`config.mk`:
```
export PLATFORM = sky130hd
export DESIGN_NAME = rf_wb_arbiter_flat
export DESIGN_NICKNAME = d
export VERILOG_FILES = /design/src/rtl/rv32_pkg.sv /design/src/rtl/rf_wb_arbiter_if.sv /design/src/rtl/wb_prio_arb.sv /design/src/rtl/rf_wb_arbiter.sv /design/src/flat_wrapper.sv
export SDC_FILE = /design/constraint.sdc
export NUM_CORES = 1
export LEC_CHECK = 0
export ABC_AREA = 1
export CORE_ASPECT_RATIO = 0.7
export CORE_MARGIN = 5
export CORE_UTILIZATION = 37
export CTS_BUF_LIST = sky130_fd_sc_hd__clkbuf_4 sky130_fd_sc_hd__clkbuf_8 sky130_fd_sc_hd__clkbuf_16
export CTS_CLUSTER_DIAMETER = 50
export DETAILED_ROUTE_END_ITERATION = 8
export GPL_TIMING_DRIVEN = 0
export HOLD_SLACK_MARGIN = 0.05
export PLACE_DENSITY = 0.74
export SYNTH_ARGS = -nofsm -noshare
export SYNTH_HDL_FRONTEND = slang
export SYNTH_SLANG_ARGS = --single-unit
```
`constraint.sdc`:
```
create_clock -name clk -period 2.9 [get_ports clk]
set_input_delay 0.435 -clock clk [delete_from_list [all_inputs] [get_ports clk]]
set_output_delay 0.435 -clock clk [all_outputs]
set_load 0.1 [all_outputs]
```
`src/rtl/rv32_pkg.sv`:
```
// Shared constants and the writeback-arbiter state encoding for the RV32 core.
package rv32_pkg;
  localparam int XLEN       = 32;
  localparam int REG_ADDR_W = 5;
  localparam int NUM_REGS   = 32;
  localparam int STREAK_MAX = 3;

  typedef enum logic {
    INIT = 1'b0,
    RUN  = 1'b1
  } rf_wb_state_t;
endpackage

```
`src/rtl/rf_wb_arbiter_if.sv`:
```
// ALU and LSU writeback request channels into the regfile write arbiter.
// Handshake: a request transfers on a rising edge where valid and ready are both
// high; the requester keeps valid, rd and wd stable until that edge.
interface rf_wb_arbiter_if #(
  parameter int XLEN = rv32_pkg::XLEN
);
  logic                            alu_valid;
  logic [rv32_pkg::REG_ADDR_W-1:0] alu_rd;
  logic [XLEN-1:0]                 alu_wd;
  logic                            alu_ready;
  logic                            lsu_valid;
  logic [rv32_pkg::REG_ADDR_W-1:0] lsu_rd;
  logic [XLEN-1:0]                 lsu_wd;
  logic                            lsu_ready;

  modport master (
    output alu_valid, alu_rd, alu_wd, input alu_ready,
    output lsu_valid, lsu_rd, lsu_wd, input lsu_ready
  );

  modport slave (
    input alu_valid, alu_rd, alu_wd, output alu_ready,
    input lsu_valid, lsu_rd, lsu_wd, output lsu_ready
  );
endinterface

```
`src/rtl/wb_prio_arb.sv`:
```
// LSU-first grant logic with a streak limit so a waiting ALU request is never
// starved for more than STREAK_MAX consecutive LSU grants.
module wb_prio_arb #(
  parameter int STREAK_MAX = rv32_pkg::STREAK_MAX
) (
  input  logic clk,
  input  logic rst_n,
  input  logic arb_en,
  input  logic alu_valid,
  input  logic lsu_valid,
  output logic grant_alu,
  output logic grant_lsu
);
  localparam int SW = $clog2(STREAK_MAX + 1);
  localparam logic [SW-1:0] STREAK_LIM = SW'(STREAK_MAX);

  logic [SW-1:0] streak;

  always_comb begin
    grant_lsu = arb_en && lsu_valid && (streak < STREAK_LIM);
    grant_alu = arb_en && alu_valid && !grant_lsu;
  end

  // Streak only counts LSU wins that actually made the ALU wait.
  always_ff @(posedge clk or negedge rst_n) begin
    if (!rst_n) begin
      streak <= '0;
    end else if (grant_alu || !alu_valid) begin
      streak <= '0;
    end else if (grant_lsu) begin
      streak <= streak + SW'(1);
    end
  end
endmodule

```
`src/rtl/rf_wb_arbiter.sv`:
```
// Regfile write-port owner: zeroes x1..x31 after reset or on clear, then
// arbitrates ALU/LSU writebacks into a registered single write port.
module rf_wb_arbiter #(
  parameter int XLEN       = rv32_pkg::XLEN,
  parameter int STREAK_MAX = rv32_pkg::STREAK_MAX
) (
  input  logic                            clk,
  input  logic                            rst_n,
  rf_wb_arbiter_if.slave                  wb,
  input  logic                            clr_req,
  output logic                            rf_we,
  output logic [rv32_pkg::REG_ADDR_W-1:0] rf_rd,
  output logic [XLEN-1:0]                 rf_wd,
  output logic                            init_done,
  output rv32_pkg::rf_wb_state_t          dbg_state
);
  import rv32_pkg::REG_ADDR_W;
  import rv32_pkg::NUM_REGS;
  import rv32_pkg::rf_wb_state_t;
  import rv32_pkg::INIT;
  import rv32_pkg::RUN;

  localparam logic [REG_ADDR_W-1:0] LAST_IDX = REG_ADDR_W'(NUM_REGS - 1);

  rf_wb_state_t            state;
  logic [REG_ADDR_W-1:0]   idx;
  logic                    arb_en;
  logic                    grant_alu;
  logic                    grant_lsu;
  logic                    take;
  logic [REG_ADDR_W-1:0]   sel_rd;
  logic [XLEN-1:0]         sel_wd;

  assign arb_en = (state == RUN) && !clr_req;

  wb_prio_arb #(
    .STREAK_MAX(STREAK_MAX)
  ) u_arb (
    .clk       (clk),
    .rst_n     (rst_n),
    .arb_en    (arb_en),
    .alu_valid (wb.alu_valid),
    .lsu_valid (wb.lsu_valid),
    .grant_alu (grant_alu),
    .grant_lsu (grant_lsu)
  );

  assign wb.alu_ready = grant_alu;
  assign wb.lsu_ready = grant_lsu;

  // A grant is only ever issued to a valid requester, so grant == acceptance.
  always_comb begin
    take   = grant_alu || grant_lsu;
    sel_rd = grant_lsu ? wb.lsu_rd : wb.alu_rd;
    sel_wd = grant_lsu ? wb.lsu_wd : wb.alu_wd;
  end

  always_ff @(posedge clk or negedge rst_n) begin
    if (!rst_n) begin
      state <= INIT;
      idx   <= REG_ADDR_W'(1);
      rf_we <= 1'b0;
      rf_rd <= '0;
      rf_wd <= '0;
    end else if (state == INIT) begin
      rf_we <= 1'b1;
      rf_rd <= idx;
      rf_wd <= '0;
      idx   <= idx + REG_ADDR_W'(1);
      if (idx == LAST_IDX) begin
        state <= RUN;
      end
    end else if (clr_req) begin
      state <= INIT;
      idx   <= REG_ADDR_W'(1);
      rf_we <= 1'b0;
    end else if (take && (sel_rd != '0)) begin
      rf_we <= 1'b1;
      rf_rd <= sel_rd;
      rf_wd <= sel_wd;
    end else begin
      // x0 writes are consumed silently; rd/wd keep their last value.
      rf_we <= 1'b0;
    end
  end

  assign init_done = (state == RUN);
  assign dbg_state = state;
endmodule

```
`src/flat_wrapper.sv`:
```
// flat-port wrapper written by rule: the top's interface ports become plain ports
module rf_wb_arbiter_flat import rv32_pkg::REG_ADDR_W; import rv32_pkg::NUM_REGS; import rv32_pkg::rf_wb_state_t; import rv32_pkg::INIT; import rv32_pkg::RUN;
#(
  parameter int XLEN       = rv32_pkg::XLEN,
  parameter int STREAK_MAX = rv32_pkg::STREAK_MAX
)
  (clk, rst_n, clr_req, rf_we, rf_rd, rf_wd, init_done, dbg_state, wb_alu_valid, wb_alu_rd, wb_alu_wd, wb_alu_ready, wb_lsu_valid, wb_lsu_rd, wb_lsu_wd, wb_lsu_ready);
  rf_wb_arbiter_if #(.XLEN(XLEN)) wb_i ();
  input  logic clk;
  input  logic rst_n;
  input  logic clr_req;
  output logic rf_we;
  output logic [rv32_pkg::REG_ADDR_W-1:0] rf_rd;
  output logic [XLEN-1:0] rf_wd;
  output logic init_done;
  output rv32_pkg::rf_wb_state_t dbg_state;
  input wire logic [$bits(wb_i.alu_valid)-1:0] wb_alu_valid;
  input wire logic [$bits(wb_i.alu_rd)-1:0] wb_alu_rd;
  input wire logic [$bits(wb_i.alu_wd)-1:0] wb_alu_wd;
  output wire logic [$bits(wb_i.alu_ready)-1:0] wb_alu_ready;
  input wire logic [$bits(wb_i.lsu_valid)-1:0] wb_lsu_valid;
  input wire logic [$bits(wb_i.lsu_rd)-1:0] wb_lsu_rd;
  input wire logic [$bits(wb_i.lsu_wd)-1:0] wb_lsu_wd;
  output wire logic [$bits(wb_i.lsu_ready)-1:0] wb_lsu_ready;
  assign wb_i.alu_valid = wb_alu_valid;
  assign wb_i.alu_rd = wb_alu_rd;
  assign wb_i.alu_wd = wb_alu_wd;
  assign wb_alu_ready = wb_i.alu_ready;
  assign wb_i.lsu_valid = wb_lsu_valid;
  assign wb_i.lsu_rd = wb_lsu_rd;
  assign wb_i.lsu_wd = wb_lsu_wd;
  assign wb_lsu_ready = wb_i.lsu_ready;
  rf_wb_arbiter #(.XLEN(XLEN), .STREAK_MAX(STREAK_MAX)) u_core (.clk(clk), .rst_n(rst_n), .wb(wb_i), .clr_req(clr_req), .rf_we(rf_we), .rf_rd(rf_rd), .rf_wd(rf_wd), .init_done(init_done), .dbg_state(dbg_state));
endmodule
```
# Yosys cells after proc, flatten, opt, wreduce, memory -nomap -nowiden
# Cells that the tools add are included.
# word_totals
reg_bits,46
latch_bits,0
mem_bits_rw,0
rom_bits,0
input_bits,79
wordCells,45
memories,0
# op_classes
add_sub_neg,2
mul,0
div_mod_pow,0
order_cmp,1
eq_ne,4
shift,0
mux,18
n_bitwise,0
n_reduce_logical,14
# ops
op,count
two-way mux 32 bit,4
two-way mux 5 bit,6
logical AND 1 bit,6
two-way mux 1 bit,6
"inequality test 2 bit, second input constant",3
"adder 5 x 1 -> 5 bit, second input constant",1
"== test 5 bit, second input constant",1
nonzero test 5 bit,1
two-way mux 2 bit,2
zero test 1 bit,3
"adder 2 x 1 -> 2 bit, second input constant",1
logical OR 1 bit,2
"< comparator 2 bit, second input constant",1
AND reduction 2 bit,1
nonzero test 2 bit,1

# Depth between registers and ports, before layout
# depth
ltp_word,11
mapped_depth,13

# Hierarchy
# A second synthesis with hierarchy kept.
# unflattened
hier_cells,351
hier_area_um2,2640.0
# by_module_without_submodules
mod,n_inst,cells_each,area_each_um2,seq_area_each_um2
rf_wb_arbiter,1,335,2523.7,1102.3
wb_prio_arb,1,16,116.4,50.0

# Worst setup path before layout
# Ideal clock, no wire load.
# synth_timing
path_type,flip-flop to output port
from,"register u_core.state, in the netlist u_core.dbg_state"
to,output wb_alu_ready
arrival_ps,2731
setup_slack_ps,-266
path_stages_with_launch,6
path_buffers,1
cell_sequence,dfrtp_1 -> buf_6 -> inv_4 -> nor2_8 -> nand2_1 -> nor2_1
# synth_between
elab_chain_cells,5
elab_cells_between_ends,6
cone_classes,reduce/logical: 6
# synth_lines
item,line,source
start: declaration,rf_wb_arbiter.sv:25,rf_wb_state_t state;
start signal: assignment,rf_wb_arbiter.sv:60,state <= INIT;
start signal: assignment,rf_wb_arbiter.sv:71,state <= RUN;
start signal: assignment,rf_wb_arbiter.sv:74,state <= INIT;
logical AND 1 bit *,rf_wb_arbiter.sv:34,assign arb_en = (state == RUN) && !clr_req;
logical AND 1 bit (2 in a row),wb_prio_arb.sv:20,grant_lsu = arb_en && lsu_valid && (streak < STREAK_LIM);
zero test 1 bit,wb_prio_arb.sv:21,grant_alu = arb_en && alu_valid && !grant_lsu;
logical AND 1 bit *,wb_prio_arb.sv:21,
end: declaration,flat_wrapper.sv:20,output wire logic [$bits(wb_i.alu_ready)-1:0] wb_alu_ready;
# Every way passes the cells marked *; elsewhere a longest branch is shown, timed or not.

# Worst setup path in the final report
# layout_timing
from,input wb_lsu_valid
to,output wb_lsu_ready
# layout_between
elab_chain_cells,2
# layout_lines
item,line,source
start: declaration,flat_wrapper.sv:21,input wire logic [$bits(wb_i.lsu_valid)-1:0] wb_lsu_valid;
logical AND 1 bit (2 in a row),wb_prio_arb.sv:20,
end: declaration,flat_wrapper.sv:24,output wire logic [$bits(wb_i.lsu_ready)-1:0] wb_lsu_ready;
# Every way passes these cells.

==> results_dict.tcl <==
set metrics [dict create \
    arrival_ns 2.33 \
    clkPwrFrac_pct 17.9 \
    clk_pin_slew_ns 0.09 \
    cts_buffers 5 \
    postCtsHoldBufs 0 \
    gp_congestion 0.832 \
    setup_ws_ns 0.130 \
    drtAntennaViolNets 0 \
    core.rowCount 25 \
    initial_core_util_pct 38.7 \
    synth_warnings 0 \
    vias 2715 \
    first_global_vias 2669 \
    dp.cells 573 \
    grt_pass1_wl_mm 12.5 \
    drt-total-wl_mm 7.75 \
    firstDrtPassIters 4 \
    antenna_cells 0 \
    total_leakage_power_nw 2.08 \
    slew_viol_final 0 \
    clk_latency_ns 0.30 \
    worstPathMaxFanout 10 \
    syn_avg_cell_area_sq_um 7.40 \
    grt-ovfl-total 0 \
    max_slew.worst_pin.slew_ns 1.01 \
    die_y_um 80.8 \
    synth_top_family_by_area "simple AND/OR/NAND/NOR gates" \
    drc 0 \
    synthesis.nets 440 \
    slew_headroom_pct 32.2 \
    grt_max_degree 28 \
    skew_ns 0.00855 \
    switchingPower_mw 1.26 \
    synth_xor_area_share_pct 0 \
    power.internal_mw 1.44 \
    antenna_found_initial 0 \
    dp_hpwl_mm 6.10 \
    synth_cells 358 \
    die_area_sq_um 8980 \
    max_cap_viol_count 0 \
    cts_max_level 2 \
    yosysSeqAreaShare_pct 43.5 \
    synth-compound-area-share_pct 2.74 \
    io_buffers 120 \
    synth-simple-area-share_pct 43.4 \
    cp_data_required_time_ns 2.47 \
    setup_violations 0 \
    min_period_ns 2.77 \
    pwr-share-seq_pct 30.9 \
    fin_util_pct 59.7 \
    pre_cts_ws_ns -0.560 \
    synth.area.mux_share_pct 0.378 \
    drtIter0Drc 115 \
    wl_per_cell_um 13.3 \
    cts_root_buffer "clkbuf_8" \
    gr-usage-all-layers_pct 17.2 \
    synth-adder-area-share_pct 1.42 \
    ir_drop_v 0.000616 \
    finalPower_mw 2.71 \
    path_class "primary input to primary output" \
    design_area_sq_um 4090 \
    ys_seq_elements 46 \
    critPathCaptureType "primary output" \
    crit_path_start_kind "primary input" \
    final_cells 581 \
    setup.worst_path.start "wb_lsu_valid" \
    power_density_nw_per_um2 661 \
    area_growth_syn_to_layout_pct 54.5 \
    combPwrFrac_pct 51.2 \
    status "finished clean" \
    hold_class "primary input to async pin" \
    post-route-period-util_pct 95.5 \
    cts.sinks 46 \
    nFillCells 639 \
    p_sw_share_pct 46.7 \
    cts_tree "built" \
    final_layout_size_suffix_gt1_share_pct 10.1 \
    synth_cell_types 31 \
    max_freq_mhz 361 \
    finish.net_count 568 \
    syn-cell-area_sq_um 2650 \
    die_w_um 111 \
    viasPerCell 4.67 \
    clockBufferDepth 2 \
    ios 121 \
    placed_area_sq_um 3990 \
    finalHoldViolations 0 \
    rsz0062_at_grt "false" \
    core_area_sq_um 6850 \
    r2r-start "u_core.u_arb.streak[0]" \
]
==> power by group through the flow <==
stage / clock network, mW / logic (mW) / registers, mW
4_1_cts: 0.499 / 1.39 / 0.836
6_report: 0.485 / 1.38 / 0.836
2_1_floorplan: 0 / 0.452 / 1.38
5_1_grt: 0.529 / 1.48 / 0.849
3_3_place_gp: 0 / 1.37 / 0.843
3_5_place_dp: 0 / 1.39 / 0.848
==> critical path: stages <==
cell             delay, ns
clkdlybuf4s50_1       0.45
inv_1                 0.04
nor2_2                0.28
nand2_4               0.12
buf_6                 0.16
clkinv_1              0.12
buf_2                 0.25
buf_2                 0.47
==> what timing repair did <==
action	CTS	global route
setup endpoints to repair	2	1
setup buffers	0	0
gates resized for setup	4	2
==> per-stage QoR <==
| stage | setup TNS (ns) | hold slack [ns] |
|---|---|---|
| 2_1_floorplan | 0 | 0.139 |
| 3_3_place_gp | -0.634 | 0.487 |
| 3_5_place_dp | -0.664 | 0.419 |
| 4_1_cts | 0 | 0.0918 |
| 5_1_grt | 0 | 0.114 |
| 6_report | 0 | 0.0991 |
==> cells by family after synthesis <==
group           count (synthesis)
compound gates                 12
fa+ha+maj                       3
buf+inv                        45
flops                          46
mux                             1
simple gates                  251
==> synthesized netlist by cell type (all sizes together) <==
master	instances	area (sq um)
nand3	77	440
or2	1	6.26
nand3b	3	22.5
o21bai	2	18.8
inv	20	77.6
and2	1	6.26
nand2	162	626
mux2i	1	10.0
a21oi	3	15.0
dfstp	1	26.3
clkbuf	7	26.3
nor2	6	41.3
o21ai	7	38.8
buf	17	120
ha	3	37.5
nand4	1	6.26
clkinv	1	3.75
dfrtp	45	1130
==> area by class of cell <==
class	instances	area [sq um]	area share, %
inverter	21	81.3	1.99
tap	94	118	2.87
multi-input combinational	267	1270	31.1
timing repair buffer	121	1210	29.6
clock inverter	1	30.0	0.734
clock buffer	7	83.8	2.05
sequential	46	1150	28.2
buffer	24	146	3.58
==> path summary, 6_finish.rpt <==
kind | endpoint | slack (ns) | depth (start not counted)
max in group asynchronous | u_core.rf_wd[0] | 2.29 | 2
hold / removal | u_core.rf_wd[12] | 0.1 | 1
hold reg to reg | u_core.rf_wd[13] | 0.51 | 2
setup reg to reg | u_core.rf_wd[21] | 0.82 | 12
setup / recovery | wb_lsu_ready | 0.13 | 8
min in group clk | u_core.rf_wd[13] | 0.51 | 2
==> layer usage <==
metal | vias up | GRT usage (%) | part of all wire, % | wire (um)
met2 | 77 | 28.7 | 47 | 3660
li1 | 1389 | - | - | -
met3 | 7 | 6.70 | 7.6 | 592
met5 | - | 0 | 0 | 0
met4 | 0 | 4.74 | 0.75 | 58
met1 | 1242 | 21.2 | 44 | 3440
==> state kept, by name, indices dropped and copies added (netlist names) <==
signal               flops
u_core.u_arb.streak      2
u_core.dbg_state         1
u_core.rf_rd             5
u_core.idx               5
u_core.rf_we             1
u_core.rf_wd            32
==> cells in the final DEF (no fill, tap or decap), drive strengths merged <==
| cell | count |
|---|---|
| mux2i | 1 |
| inv | 20 |
| nand3 | 77 |
| or2 | 1 |
| clkinv | 1 |
| o21ai | 7 |
| buf | 20 |
| dlygate4sd2 | 1 |
| nand2 | 162 |
| bufinv | 1 |
| clkbuf | 14 |
| nand3b | 3 |
| o21bai | 2 |
| and2 | 1 |
| dfstp | 1 |
| a21oi | 3 |
| ha | 3 |
| dfrtp | 45 |
| clkdlybuf4s50 | 117 |
| nand4 | 1 |
| nor2 | 6 |
Note: power is estimated with default switching activity, not from simulation.
